`src/rtl/pipe_control_unit.sv`:
```
// pipe_control_unit: RV32I control unit for a 5-stage pipeline.
// Decodes instrD in ID, then carries the control bundle and rd through the
// ID/EX, EX/MEM and MEM/WB registers. Branches and jumps resolve in EX.
// Optional feature macro: PIPE_CTRL_ILLEGAL_EN adds the sticky illegalE output.
//
// Handshake: there is none. Every pipeline register loads on every rising
// edge; rst clears all stages; flushE replaces only the ID/EX contents with a
// bubble on the same edge. rst wins over flushE.
module pipe_control_unit #(
    parameter int ALU_CTRL_W = 4,
    parameter int IMM_SRC_W  = 3,
    parameter int RD_W       = 5
) (
    input  logic                  clk,
    input  logic                  rst,
    input  logic [31:0]           instrD,
    input  logic                  flushE,
    input  logic                  zeroE,
    input  logic                  ltE,
    input  logic                  ltuE,
    output logic [IMM_SRC_W-1:0]  immSrcD,
    output logic [ALU_CTRL_W-1:0] aluControlE,
    output logic                  aluSrcE,
    output logic                  pcSrcE,
    output logic                  jalrE,
    output logic                  regWriteM,
    output logic                  regWriteW,
    output logic                  memWriteM,
    output logic [1:0]            resultSrcE,
    output logic [1:0]            resultSrcW,
    output logic [RD_W-1:0]       rdE,
    output logic [RD_W-1:0]       rdM,
    output logic [RD_W-1:0]       rdW
`ifdef PIPE_CTRL_ILLEGAL_EN
    ,
    output logic                  illegalE
`endif
);

    // Opcodes handled by the decoder.
    localparam logic [6:0] OP_LOAD   = 7'h03;
    localparam logic [6:0] OP_STORE  = 7'h23;
    localparam logic [6:0] OP_RTYPE  = 7'h33;
    localparam logic [6:0] OP_IALU   = 7'h13;
    localparam logic [6:0] OP_BRANCH = 7'h63;
    localparam logic [6:0] OP_JAL    = 7'h6F;
    localparam logic [6:0] OP_JALR   = 7'h67;
    localparam logic [6:0] OP_LUI    = 7'h37;

    // ALU operation codes.
    localparam logic [ALU_CTRL_W-1:0] ALU_ADD  = ALU_CTRL_W'(0);
    localparam logic [ALU_CTRL_W-1:0] ALU_SUB  = ALU_CTRL_W'(1);
    localparam logic [ALU_CTRL_W-1:0] ALU_AND  = ALU_CTRL_W'(2);
    localparam logic [ALU_CTRL_W-1:0] ALU_OR   = ALU_CTRL_W'(3);
    localparam logic [ALU_CTRL_W-1:0] ALU_XOR  = ALU_CTRL_W'(4);
    localparam logic [ALU_CTRL_W-1:0] ALU_SLT  = ALU_CTRL_W'(5);
    localparam logic [ALU_CTRL_W-1:0] ALU_SLTU = ALU_CTRL_W'(6);
    localparam logic [ALU_CTRL_W-1:0] ALU_SLL  = ALU_CTRL_W'(7);
    localparam logic [ALU_CTRL_W-1:0] ALU_SRL  = ALU_CTRL_W'(8);
    localparam logic [ALU_CTRL_W-1:0] ALU_SRA  = ALU_CTRL_W'(9);

    // Internal ALU operation class produced by the main decoder.
    localparam logic [1:0] ALUOP_ADD   = 2'b00;
    localparam logic [1:0] ALUOP_SUB   = 2'b01;
    localparam logic [1:0] ALUOP_FUNCT = 2'b10;

    // Instruction fields.
    logic [6:0] opcode;
    logic [2:0] funct3;
    logic       funct7_b5;

    assign opcode    = instrD[6:0];
    assign funct3    = instrD[14:12];
    assign funct7_b5 = instrD[30];

    // Decoded (ID) control bundle, next-state for the ID/EX register.
    logic                  reg_write_d;
    logic                  mem_write_d;
    logic                  branch_d;
    logic                  jump_d;
    logic                  jalr_d;
    logic                  alu_src_d;
    logic [1:0]            result_src_d;
    logic [IMM_SRC_W-1:0]  imm_src_d;
    logic [1:0]            alu_op_d;
    logic [ALU_CTRL_W-1:0] alu_control_d;
    logic [RD_W-1:0]       rd_d;
    logic                  illegal_d;

    // Main decoder: opcode to control bundle; unknown opcodes and the two
    // reserved branch funct3 codes decode as a bubble.
    always_comb begin
        reg_write_d  = 1'b0;
        mem_write_d  = 1'b0;
        branch_d     = 1'b0;
        jump_d       = 1'b0;
        jalr_d       = 1'b0;
        alu_src_d    = 1'b0;
        result_src_d = 2'b00;
        imm_src_d    = IMM_SRC_W'(0);
        alu_op_d     = ALUOP_ADD;
        illegal_d    = 1'b0;
        case (opcode)
            OP_LOAD: begin
                reg_write_d  = 1'b1;
                alu_src_d    = 1'b1;
                imm_src_d    = IMM_SRC_W'(0);
                result_src_d = 2'b01;
            end
            OP_STORE: begin
                mem_write_d = 1'b1;
                alu_src_d   = 1'b1;
                imm_src_d   = IMM_SRC_W'(1);
            end
            OP_RTYPE: begin
                reg_write_d = 1'b1;
                alu_op_d    = ALUOP_FUNCT;
            end
            OP_IALU: begin
                reg_write_d = 1'b1;
                alu_src_d   = 1'b1;
                alu_op_d    = ALUOP_FUNCT;
            end
            OP_BRANCH: begin
                if (funct3 == 3'b010 || funct3 == 3'b011) begin
                    illegal_d = 1'b1;
                end else begin
                    branch_d  = 1'b1;
                    imm_src_d = IMM_SRC_W'(2);
                    alu_op_d  = ALUOP_SUB;
                end
            end
            OP_JAL: begin
                reg_write_d  = 1'b1;
                jump_d       = 1'b1;
                imm_src_d    = IMM_SRC_W'(3);
                result_src_d = 2'b10;
            end
            OP_JALR: begin
                reg_write_d  = 1'b1;
                jump_d       = 1'b1;
                jalr_d       = 1'b1;
                alu_src_d    = 1'b1;
                imm_src_d    = IMM_SRC_W'(0);
                result_src_d = 2'b10;
            end
            OP_LUI: begin
                reg_write_d  = 1'b1;
                imm_src_d    = IMM_SRC_W'(4);
                result_src_d = 2'b11;
            end
            default: begin
                illegal_d = 1'b1;
            end
        endcase
    end

    // ALU decoder: funct3/funct7 select the operation for R-type and I-ALU.
    always_comb begin
        alu_control_d = ALU_ADD;
        case (alu_op_d)
            ALUOP_ADD: alu_control_d = ALU_ADD;
            ALUOP_SUB: alu_control_d = ALU_SUB;
            ALUOP_FUNCT: begin
                case (funct3)
                    // addi ignores funct7; only R-type can subtract.
                    3'b000:  alu_control_d = (opcode == OP_RTYPE && funct7_b5) ? ALU_SUB : ALU_ADD;
                    3'b001:  alu_control_d = ALU_SLL;
                    3'b010:  alu_control_d = ALU_SLT;
                    3'b011:  alu_control_d = ALU_SLTU;
                    3'b100:  alu_control_d = ALU_XOR;
                    3'b101:  alu_control_d = funct7_b5 ? ALU_SRA : ALU_SRL;
                    3'b110:  alu_control_d = ALU_OR;
                    default: alu_control_d = ALU_AND;
                endcase
            end
            default: alu_control_d = ALU_ADD;
        endcase
    end

    // rd is only meaningful when the instruction writes the register file.
    assign rd_d    = reg_write_d ? RD_W'(instrD[11:7]) : RD_W'(0);
    assign immSrcD = imm_src_d;

    // ID/EX register.
    logic                  reg_write_e_q;
    logic                  mem_write_e_q;
    logic                  branch_e_q;
    logic                  jump_e_q;
    logic                  jalr_e_q;
    logic                  alu_src_e_q;
    logic [1:0]            result_src_e_q;
    logic [ALU_CTRL_W-1:0] alu_control_e_q;
    logic [2:0]            funct3_e_q;
    logic [RD_W-1:0]       rd_e_q;

    // ID/EX: load the decoded bundle, or a bubble on reset or flush.
    always_ff @(posedge clk) begin
        if (rst || flushE) begin
            reg_write_e_q   <= 1'b0;
            mem_write_e_q   <= 1'b0;
            branch_e_q      <= 1'b0;
            jump_e_q        <= 1'b0;
            jalr_e_q        <= 1'b0;
            alu_src_e_q     <= 1'b0;
            result_src_e_q  <= 2'b00;
            alu_control_e_q <= ALU_ADD;
            funct3_e_q      <= 3'b000;
            rd_e_q          <= RD_W'(0);
        end else begin
            reg_write_e_q   <= reg_write_d;
            mem_write_e_q   <= mem_write_d;
            branch_e_q      <= branch_d;
            jump_e_q        <= jump_d;
            jalr_e_q        <= jalr_d;
            alu_src_e_q     <= alu_src_d;
            result_src_e_q  <= result_src_d;
            alu_control_e_q <= alu_control_d;
            funct3_e_q      <= funct3;
            rd_e_q          <= rd_d;
        end
    end

`ifdef PIPE_CTRL_ILLEGAL_EN
    logic illegal_e_q;

    // Sticky illegal flag: set by a non-flushed illegal decode, cleared only by rst.
    always_ff @(posedge clk) begin
        if (rst) begin
            illegal_e_q <= 1'b0;
        end else if (illegal_d && !flushE) begin
            illegal_e_q <= 1'b1;
        end
    end

    assign illegalE = illegal_e_q;
`else
    // Without the feature an illegal instruction is simply a bubble.
    logic unused_illegal;
    assign unused_illegal = illegal_d;
`endif

    // Branch condition selected by the funct3 held in ID/EX.
    logic branch_cond_e;

    // Evaluate the branch condition from the EX-stage ALU flags.
    always_comb begin
        branch_cond_e = 1'b0;
        case (funct3_e_q)
            3'b000:  branch_cond_e = zeroE;
            3'b001:  branch_cond_e = ~zeroE;
            3'b100:  branch_cond_e = ltE;
            3'b101:  branch_cond_e = ~ltE;
            3'b110:  branch_cond_e = ltuE;
            3'b111:  branch_cond_e = ~ltuE;
            default: branch_cond_e = 1'b0;
        endcase
    end

    assign pcSrcE      = jump_e_q | (branch_e_q & branch_cond_e);
    assign aluControlE = alu_control_e_q;
    assign aluSrcE     = alu_src_e_q;
    assign jalrE       = jalr_e_q;
    assign resultSrcE  = result_src_e_q;
    assign rdE         = rd_e_q;

    // EX/MEM register.
    logic            reg_write_m_q;
    logic            mem_write_m_q;
    logic [1:0]      result_src_m_q;
    logic [RD_W-1:0] rd_m_q;

    // EX/MEM: advance every edge; flushE leaves this stage alone.
    always_ff @(posedge clk) begin
        if (rst) begin
            reg_write_m_q  <= 1'b0;
            mem_write_m_q  <= 1'b0;
            result_src_m_q <= 2'b00;
            rd_m_q         <= RD_W'(0);
        end else begin
            reg_write_m_q  <= reg_write_e_q;
            mem_write_m_q  <= mem_write_e_q;
            result_src_m_q <= result_src_e_q;
            rd_m_q         <= rd_e_q;
        end
    end

    assign regWriteM = reg_write_m_q;
    assign memWriteM = mem_write_m_q;
    assign rdM       = rd_m_q;

    // MEM/WB register.
    logic            reg_write_w_q;
    logic [1:0]      result_src_w_q;
    logic [RD_W-1:0] rd_w_q;

    // MEM/WB: advance every edge.
    always_ff @(posedge clk) begin
        if (rst) begin
            reg_write_w_q  <= 1'b0;
            result_src_w_q <= 2'b00;
            rd_w_q         <= RD_W'(0);
        end else begin
            reg_write_w_q  <= reg_write_m_q;
            result_src_w_q <= result_src_m_q;
            rd_w_q         <= rd_m_q;
        end
    end

    assign regWriteW  = reg_write_w_q;
    assign resultSrcW = result_src_w_q;
    assign rdW        = rd_w_q;

endmodule

```
`config.mk`:
```
export PLATFORM = sky130hd
export DESIGN_NAME = pipe_control_unit
export DESIGN_NICKNAME = d
export VERILOG_FILES = /design/src/rtl/pipe_control_unit.sv
export SDC_FILE = /design/constraint.sdc
export NUM_CORES = 1
export LEC_CHECK = 0
export CAP_MARGIN = 5
export CORE_MARGIN = 3
export CORE_UTILIZATION = 35
export DETAILED_ROUTE_END_ITERATION = 10
export GPL_TIMING_DRIVEN = 0
export HOLD_SLACK_MARGIN = 0.12
export PLACE_DENSITY = 0.76
export RECOVER_POWER = 100
export SETUP_SLACK_MARGIN = 0.3
export SYNTH_ARGS = -nofsm -noshare
export SYNTH_HDL_FRONTEND = slang
export SYNTH_SLANG_ARGS = --single-unit
```
`constraint.sdc`:
```
create_clock -name clk -period 2.22 [get_ports clk]
set_clock_uncertainty 0.15 [all_clocks]
set_input_delay 0.666 -clock clk [delete_from_list [all_inputs] [get_ports clk]]
set_output_delay 0.666 -clock clk [all_outputs]
set_load 0.01 [all_outputs]
```
==> flow_metrics.tcl <==
set metrics [dict create \
    antenna_found_initial 0 \
    hold_end "resultSrcW[0]$_SDFF_PP0_" \
    start_kind "input port" \
    cp_top_family "simple AND/OR/NAND/NOR gates" \
    synth_edf_count 0 \
    ys_seq_elements 37 \
    ys_types 39 \
    tightest_slew_ns 0.652 \
    cts_hold_buf 0 \
    setup_slack_ns -0.0582 \
    dp_hpwl_um 2300 \
    final_hold_viol_count 0 \
    port_buffers 53 \
    place_inst 225 \
    synth_top_area_cell "dfxtp_1" \
    ant_nets 0 \
    h-tree-depth 2 \
    first_global_vias 1170 \
    arrival_ns 1.46 \
    synth.most_common_cell "dfxtp_1" \
    gp_congestion 0.793 \
    hold_depth 1 \
    vias_per_cell 4.58 \
    avgRoutedWirePerCell_um 13.1 \
    grtUsageTotal 0.148 \
    crit_buf_inv 3 \
    reg2reg_to "rdW[4]$_SDFF_PP0_" \
    grt_pass1_wl_um 5150 \
    finalCritPeriodShare 1.03 \
    p_per_area_mw_per_mm2 657 \
    rsz0062_at_grt "yes" \
    cp.required_ns 1.40 \
    final_nets 238 \
    yosys_warnings 0 \
    wl_um 3210 \
    first_iter_violations 29 \
    cp_max_fo 4 \
    async_reset_ff_frac 0 \
    syn_area_per_cell_um2 10.7 \
    hp-start "result_src_m_q[0]$_SDFF_PP0_" \
    drc_errors 0 \
    core-area_mm2 0.00352 \
    seq_area_frac_synth 0.550 \
    r2r-start "rdM[4]$_SDFF_PP0_" \
    violations "negative setup slack" \
    max_freq_mhz 439 \
    start_util 0.382 \
    grt_max_degree 13 \
    drive_above_1_share 0.296 \
    first_pass_iters 4 \
    crit_type "in2out" \
    dp_slack_ns -0.989 \
    die_width_um 68.0 \
    p_leak_nw 1.06 \
    netlist.area_leader.share 0.550 \
    ys.flop_type "dfxtp_1" \
    n_antenna_cell 0 \
    synthCells 126 \
    clk_pin_slew_ns 0.07 \
    cpPeakStageDelay_ns 0.22 \
    final_cell_area_mm2 0.00223 \
    ff2ff_setup_slack_ns 1.51 \
    place_area_mm2 0.00196 \
    placementRows 21 \
    filler_cell_count 304 \
    worstSetupEndpointType "primary output" \
    synth_commonest_cells "dfxtp_1, nor2b_1, a21boi_1, nand2_1" \
    fin_cells 245 \
    grt-ovfl-total 0 \
    min_period_ns 2.28 \
    num_vias 1123 \
    hold_class "reg2reg" \
    dieArea_mm2 0.00463 \
    syn_nets 166 \
    r2r_cells 1 \
    ir_drop_mv 0.231 \
    slowest_stage "and3b_1" \
    cts.path.max_buffers 2 \
    final_max_slew_viol_count 0 \
    final_util 0.634 \
    cts_made_buffers 5 \
    cts_tree "built" \
    clockRootBuffer "clkbuf_8" \
    numClockSinks 37 \
    path_cells "buf_8, and3b_1, buf_6, and2_4, o2bb2ai_2, buf_2" \
    ioPinCount 70 \
    clock_latency_ns 0.28 \
    relSlewSlack 0.564 \
    run_status "finished, violations left" \
    die_height_um 68.0 \
    syn_to_final_growth_pct 65.8 \
    synthTopCellsByArea "dfxtp_1, nor2b_1, a21boi_1" \
    syn_area_mm2 0.00135 \
    drv_cap 0 \
    setup_viol 2 \
]
==> sequential cells by signal, indices dropped and copies added (netlist names), 2 cells and up <==
register and flops:
result_src_m_q 2, aluControlE 4, resultSrcE 2, resultSrcW 2, rdW 5, rdM 5
funct3_e_q 3, rdE 5
==> layout by cell type, fill, tap and decap left out, types with 7 or more instances in the layout <==
cell type	netlist	routed
buf_4	1	15
nor2b_1	18	18
dfxtp_1	37	37
dlygate4sd2_1	0	29
buf_6	0	7
clkdlybuf4s50_1	0	8
==> how the worst max path moves through the flow <==
| stage | from | endpoint | cells past startpoint |
|---|---|---|---|
| global route | instrD[2] | immSrcD[0] | 6 |
| finish | instrD[2] | immSrcD[0] | 6 |
| floorplan | instrD[2] | immSrcD[0] | 4 |
| detailed placement | instrD[6] | immSrcD[0] | 5 |
| global placement | instrD[6] | immSrcD[0] | 5 |
| CTS | instrD[2] | immSrcD[0] | 6 |
==> logic make-up (layout without fill, tap and decap cells) <==
kind of cell / count (synthesis) / after routing / synth area share
flip-flops: 37 / 37 / 0.550
adder cells (fa/ha/maj): 2 / 2 / 0.0186
AND/OR/NAND/NOR: 61 / 61 / 0.290
buffers and inverters: 6 / 79 / 0.0195
AO/OA/AOI/OAI: 15 / 15 / 0.0874
XOR/XNOR: 3 / 3 / 0.0195
multiplexers: 2 / 2 / 0.0149
==> repair_timing <==
| action | 4_1_cts | 5_1_grt |
|---|---|---|
| buffers inserted | 8 | 4 |
| setup endpoints to repair | 42 | 12 |
| gates resized for setup | 117 | 15 |
| gates cloned | 0 | 0 |
| pin swaps | 6 | 8 |
| endpoints found under the hold margin | 0 | 0 |
==> per-layer routing <==
metal  wire (µm)  vias up  GRT usage  share of wire
li1            -      572          -              -
met1        1220      513      0.162           0.38
met2        1760       34      0.264           0.55
met3         187        4     0.0427          0.058
met4          40        0     0.0620          0.012
met5           0        -          0              0
==> power breakdown <==
part | switching [mW] | internal [mW]
clock | 0.223 | 0.446
sequential | 0.00213 | 0.667
combinational | 0.0578 | 0.0691
total | 0.283 | 1.18
==> through the flow <==
step	TNS, ns	total power, mW	hold slack, ns
detailed placement	-5.22	0.788	0.278
CTS	-0.0757	1.47	0.297
finish	-0.107	1.47	0.294
global placement	-4.85	0.785	0.270
floorplan	0	0.724	0.264
global route	-0.291	1.52	0.319
==> final cells by class <==
| class | count | area, µm² | area share |
|---|---|---|---|
| buffer | 2 | 15.0 | 0.00673 |
| clock buffer | 5 | 68.8 | 0.0308 |
| inverter | 4 | 15.0 | 0.00673 |
| tap | 46 | 57.6 | 0.0258 |
| sequential | 37 | 741 | 0.332 |
| multi-input combinational | 83 | 696 | 0.312 |
| clock inverter | 3 | 65.1 | 0.0291 |
| timing repair buffer | 65 | 574 | 0.257 |
Note: power is estimated with default switching activity, not from simulation.
